--- src/rtl/sensor_pwr_pkg.sv ---
// Shared constants and rail decode for the thermal-sensor power sequencer.
package sensor_pwr_pkg;

  localparam logic [1:0] IDLE      = 2'd0;
  localparam logic [1:0] RAMP_UP   = 2'd1;
  localparam logic [1:0] ON        = 2'd2;
  localparam logic [1:0] RAMP_DOWN = 2'd3;

  localparam logic [2:0] L_OFF   = 3'd0;
  localparam logic [2:0] L_IO    = 3'd1;
  localparam logic [2:0] L_CORE  = 3'd2;
  localparam logic [2:0] L_BOOST = 3'd3;
  localparam logic [2:0] L_BIAS  = 3'd4;
  localparam logic [2:0] L_RUN   = 3'd5;

  typedef struct packed {
    logic io;
    logic core;
    logic boost;
    logic bias;
    logic run;
  } rails_t;

  // Each rail stays on for every level at or above the step that enabled it.
  function automatic rails_t decode_level(input logic [2:0] lvl);
    rails_t r;
    r.io    = (lvl >= L_IO);
    r.core  = (lvl >= L_CORE);
    r.boost = (lvl >= L_BOOST);
    r.bias  = (lvl >= L_BIAS);
    r.run   = (lvl == L_RUN);
    return r;
  endfunction

endpackage

--- src/rtl/sensor_pwr_seq.sv ---
// Ordered power-up / reverse power-down of the sensor rails with programmable
// dwell times and a latched fault shutdown.
module sensor_pwr_seq
  import sensor_pwr_pkg::*;
#(
  parameter int DLY_UP = 100000,
  parameter int DLY_DN = 10000,
  parameter int CNT_W  = 24
) (
  input  logic       clk,
  input  logic       srst,
  input  logic       pwr_req,
  input  logic       bias_hv_req,
  input  logic       fault,
  input  logic       fault_clr,
  output logic       sensor_io_pwr_ena_n,
  output logic       sensor_core_pwr_ena,
  output logic       sensor_bias_boost_pwr_ena,
  output logic       sensor_bias_pwr_ena,
  output logic       sensor_bias_volt_sel,
  output logic       sensor_ena,
  output logic [2:0] level,
  output logic       pwr_good,
  output logic       busy,
  output logic       fault_flag
);

  localparam logic [CNT_W-1:0] RELOAD_UP = CNT_W'(DLY_UP - 1);
  localparam logic [CNT_W-1:0] RELOAD_DN = CNT_W'(DLY_DN - 1);
  localparam logic [CNT_W-1:0] CNT_ONE   = CNT_W'(1);

  logic [1:0]       state, nxt_state;
  logic [2:0]       nxt_level;
  logic [CNT_W-1:0] cnt, nxt_cnt;
  rails_t           nxt_rails;
  logic             stop;

  assign stop      = ~pwr_req | fault;
  assign nxt_rails = decode_level(nxt_level);

  // NOTE: every always_comb output gets a default first so no path infers a latch.
  always_comb begin
    nxt_state = state;
    nxt_level = level;
    nxt_cnt   = (cnt != '0) ? cnt - CNT_ONE : cnt;
    case (state)
      IDLE: begin
        if (pwr_req && !fault_flag && !fault) begin
          nxt_level = L_IO;
          nxt_cnt   = RELOAD_UP;
          nxt_state = RAMP_UP;
        end
      end
      RAMP_UP: begin
        if (stop) begin
          // The step just reached is withdrawn right away.
          nxt_level = level - 3'd1;
          nxt_cnt   = (level == L_IO) ? '0 : RELOAD_DN;
          nxt_state = (level == L_IO) ? IDLE : RAMP_DOWN;
        end else if (cnt == '0) begin
          nxt_level = level + 3'd1;
          nxt_cnt   = RELOAD_UP;
          if (level == L_BIAS) nxt_state = ON;
        end
      end
      ON: begin
        if (stop) begin
          nxt_level = L_BIAS;
          nxt_cnt   = RELOAD_DN;
          nxt_state = RAMP_DOWN;
        end
      end
      RAMP_DOWN: begin
        // pwr_req is deliberately ignored so a power-down always completes.
        if (cnt == '0) begin
          nxt_level = level - 3'd1;
          nxt_cnt   = (level == L_IO) ? '0 : RELOAD_DN;
          if (level == L_IO) nxt_state = IDLE;
        end
      end
      default: begin
        nxt_state = IDLE;
        nxt_level = L_OFF;
        nxt_cnt   = '0;
      end
    endcase
  end

  // NOTE: sequential state uses non-blocking assignments so all registers update together.
  always_ff @(posedge clk) begin
    if (srst) begin
      state                     <= IDLE;
      level                     <= L_OFF;
      cnt                       <= '0;
      fault_flag                <= 1'b0;
      sensor_io_pwr_ena_n       <= 1'b1;
      sensor_core_pwr_ena       <= 1'b0;
      sensor_bias_boost_pwr_ena <= 1'b0;
      sensor_bias_pwr_ena       <= 1'b0;
      sensor_bias_volt_sel      <= 1'b0;
      sensor_ena                <= 1'b0;
      pwr_good                  <= 1'b0;
      busy                      <= 1'b0;
    end else begin
      state                     <= nxt_state;
      level                     <= nxt_level;
      cnt                       <= nxt_cnt;
      fault_flag                <= fault | (fault_flag & ~fault_clr);
      sensor_io_pwr_ena_n       <= ~nxt_rails.io;
      sensor_core_pwr_ena       <= nxt_rails.core;
      sensor_bias_boost_pwr_ena <= nxt_rails.boost;
      sensor_bias_pwr_ena       <= nxt_rails.bias;
      sensor_ena                <= nxt_rails.run;
      pwr_good                  <= (nxt_state == ON);
      busy                      <= (nxt_state == RAMP_UP) || (nxt_state == RAMP_DOWN);
      // Bias voltage is only allowed to change while the bias rail is unloaded.
      if (level < L_BIAS) sensor_bias_volt_sel <= bias_hv_req;
    end
  end

endmodule

--- config.mk ---
export PLATFORM = sky130hd
export DESIGN_NAME = sensor_pwr_seq
export DESIGN_NICKNAME = d
export VERILOG_FILES = /design/src/rtl/sensor_pwr_pkg.sv /design/src/rtl/sensor_pwr_seq.sv
export SDC_FILE = /design/constraint.sdc
export NUM_CORES = 1
export LEC_CHECK = 0
export CORE_UTILIZATION = 25
export DETAILED_ROUTE_END_ITERATION = 8
export PLACE_DENSITY = 0.45
export REMOVE_ABC_BUFFERS = 1
export SETUP_SLACK_MARGIN = 0.02
export SLEW_MARGIN = 20
export SYNTH_ARGS = -nofsm -noshare
export SYNTH_HDL_FRONTEND = slang
export SYNTH_SLANG_ARGS = --single-unit
--- constraint.sdc ---
create_clock -name clk -period 3.9 [get_ports clk]
set_clock_uncertainty 0.1 [all_clocks]
set_input_delay 0.585 -clock clk [delete_from_list [all_inputs] [get_ports clk]]
set_output_delay 0.585 -clock clk [all_outputs]
set_load 0.05 [all_outputs]
==> flow_summary.toml <==
[detailed_routing]
wire_per_inst_um = 15.2
drc = 0
drtAntennaViolNets = 0
num_vias = 2071
routed_via_density = 5.16
wl_mm = 6.08
drt_iter0_drc = 148
firstDrtPassIters = 4

[cells_and_area]
diodes = 0
fillers = 942
multi_input_area_um2 = 1370
area_delta_synth_final_pct = 14.9
layout-drive-gt1-share_pct = 6.83
seq_area_um2 = 741
fin_nets = 305

[die]
start_util_pct = 25.9
die_y_um = 97.0
core_area_um2 = 8720
row_count = 34
die_area_um2 = 9410
die_w_um = 97.0
ios = 18

[synthesis]
netlist_instances = 283
yosysTopAreaCell = "dfxtp_1"
ys_types = 57
ys_ff_latch = 37
syn_area_um2 = 2260
yosysTopAreaCellShare_pct = 32.8
async_reset_ff_share_pct = 0
yosys_warnings = 0
yosysSeqAreaShare_pct = 32.8
syn_area_per_cell_um2 = 7.97
synth_ff_type = "dfxtp_1"
synth_edf_count = 0
ys_top_cells_by_area = "dfxtp_1, nor2_1, o21ai_0"

[sta]
hold_viol = 0
tightest_slew_ns = 0.888
hold_slack_ns = 0.395
setup_viol = 0
slew_violations = 0
setup_tns_ns = 0
post-route-period-util_pct = 79.5
max_slew_margin_pct = 40.7
fin_crit_ns = 3.10
fmax_mhz = 322
rsz0062_at_grt = "no"

[setup_path]
slowest_delay_ns = 0.71
r2r_cells = 9
worstSetupPathType = "reg -> reg"
cp_slowest_cell = "or4_1"
critical_path.max_fanout = 14
arrival_ns = 3.16
endpoint_kind = "flip-flop"
critical_path_depth = 9
critical_path.startpoint_type = "flip-flop"
cp_num_buf_inv = 1
critPathRequiredTime_ns = 3.96
crit_family = "simple AND/OR/NAND/NOR gates"
cp_cell_sequence = "or4_4 > or4_1 > nor3_4 > inv_4 > ha_1 > o21ai_0 > a22oi_1 > a21oi_1 > nor3_1"

[clock_tree]
clk_pin_slew_ns = 0.07
root_buffer = "clkbuf_8"
clk_latency_ns = 0.29
cts_setup_buffers = 0
cts_inserted_buffers = 5
clockBufferDepth = 2
cts_resized = 0
htreeDepth = 2
cts_hold_buf = 0
cts_tree = "done"
cts_num_sinks = 37

[pwr]
leakage_uw = 0.000908
p_per_area_nw_per_um2 = 707
ir_worst_vdd_uv = 277
power.total_uw = 1830

[global_routing]
grt_use_total_pct = 13.4
grt_pass1_vias = 2009
grt_start_max_net_pins = 25
grt_pass1_wl_mm = 10.3
antenna_found_initial = 0
overflow = 0

[worst_hold_path]
hp-class = "reg -> reg"
holdPathStages = 2

[outcome]
outcome = "completed"

[flow_run]
maxCapViolCount = 0

[place]
place_congestion = 0.789
port_buffers = 17
dp_hpwl_mm = 4.35
-- where the power goes --
group / leakage [uW] / internal (uW) / total, uW / switching (uW)
sequential: 0.000303 / 474 / 592 / 118
combinational: 0.000562 / 359 / 962 / 603
clock: 0.0000433 / 140 / 277 / 138
total: 0.000908 / 972 / 1830 / 859
-- tightest hold or removal path, cell delays in order, from the launching register on --
cell	delay, ns
dfxtp_1	0.33
mux2i_1	0.06
nor2_1	0.07
-- stage by stage --
step / util, % / instances / worst slack [ns] / area (um^2)
5_1_grt: 29.7 / 401 / 0.583 / 2590
4_1_cts: 29.7 / 401 / 0.795 / 2590
6_report: 29.7 / 401 / 0.799 / 2590
3_5_place_dp: 28.7 / 394 / 0.797 / 2500
3_3_place_gp: 28.7 / 394 / 0.860 / 2500
2_1_floorplan: - / 263 / 0.955 / 2150
-- layout by cell type, fill, tap and decap left out, drive strengths merged, types with 3 or more instances in the layout --
cell and n:
a2111oi 3, a21o 3, a21oi 18, a221oi 4, a31oi 6, and3 3, buf 6, clkbuf 6
clkdlybuf4s50 17, dfxtp 37, ha 6, inv 10, nand2 22, nand3 5, nor2 31, nor2b 3
nor3 13, nor4 6, o21ai 21, o22ai 5, o31ai 3, or3 4, or4 6, xnor2 9
xor2 10
-- layout make-up --
class | count | area share [%]
tap | 108 | 5.21
clock inverter | 1 | 0.290
inverter | 10 | 1.55
multi-input combinational | 216 | 52.9
sequential | 37 | 28.6
clock buffer | 6 | 3.19
timing repair buffer | 23 | 8.31
-- layer usage --
| layer | wire (um) | GRT usage (%) | up-vias |
|---|---|---|---|
| met5 | 0 | 0 | - |
| met4 | 48 | 4.02 | 0 |
| met3 | 209 | 2.75 | 4 |
| met2 | 2790 | 21.7 | 43 |
| met1 | 3030 | 17.9 | 972 |
| li1 | - | - | 1052 |
-- worst paths after layout --
check | start | end | slack [ns]
worst max register to register | cnt[9] | cnt[0] | 0.80
worst max-delay path | cnt[9] | cnt[0] | 0.80
worst min-delay path | sensor_bias_volt_sel | sensor_bias_volt_sel | 0.39
worst min register to register | sensor_bias_volt_sel | sensor_bias_volt_sel | 0.39
-- cells in the mapped netlist (4+ instances only) --
library cell,instances
a31oi_1,6
or4_1,5
or3_1,4
a21oi_1,18
xor2_1,10
o22ai_1,5
xnor2_1,9
dfxtp_1,37
o21ai_0,20
inv_1,9
ha_1,6
a221oi_1,4
nor2_1,31
nor4_1,6
nand3_1,5
nand2_1,22
clkbuf_1,12
nor3_1,12
-- flip-flops by register name, summed over array words and instances (netlist names) --
| register | count |
|---|---|
| busy | 1 |
| cnt | 24 |
| fault_flag | 1 |
| level | 2 |
| pwr_good | 1 |
| sensor_bias_boost_pwr_ena | 1 |
| sensor_bias_pwr_ena | 1 |
| sensor_bias_volt_sel | 1 |
| sensor_core_pwr_ena | 1 |
| sensor_ena | 1 |
| sensor_io_pwr_ena_n | 1 |
| state | 2 |
-- kinds of logic after synthesis --
logic type	share of synthesized area, %
AND/OR/NAND/NOR	24.8
AO/OA/AOI/OAI	24.8
flip-flops	32.8
buffers and inverters	6.43
XOR/XNOR	7.38
adder cells (fa/ha/maj)	3.33
multiplexers	0.444
No activity file was read; power rests on OpenSTA's default activity.
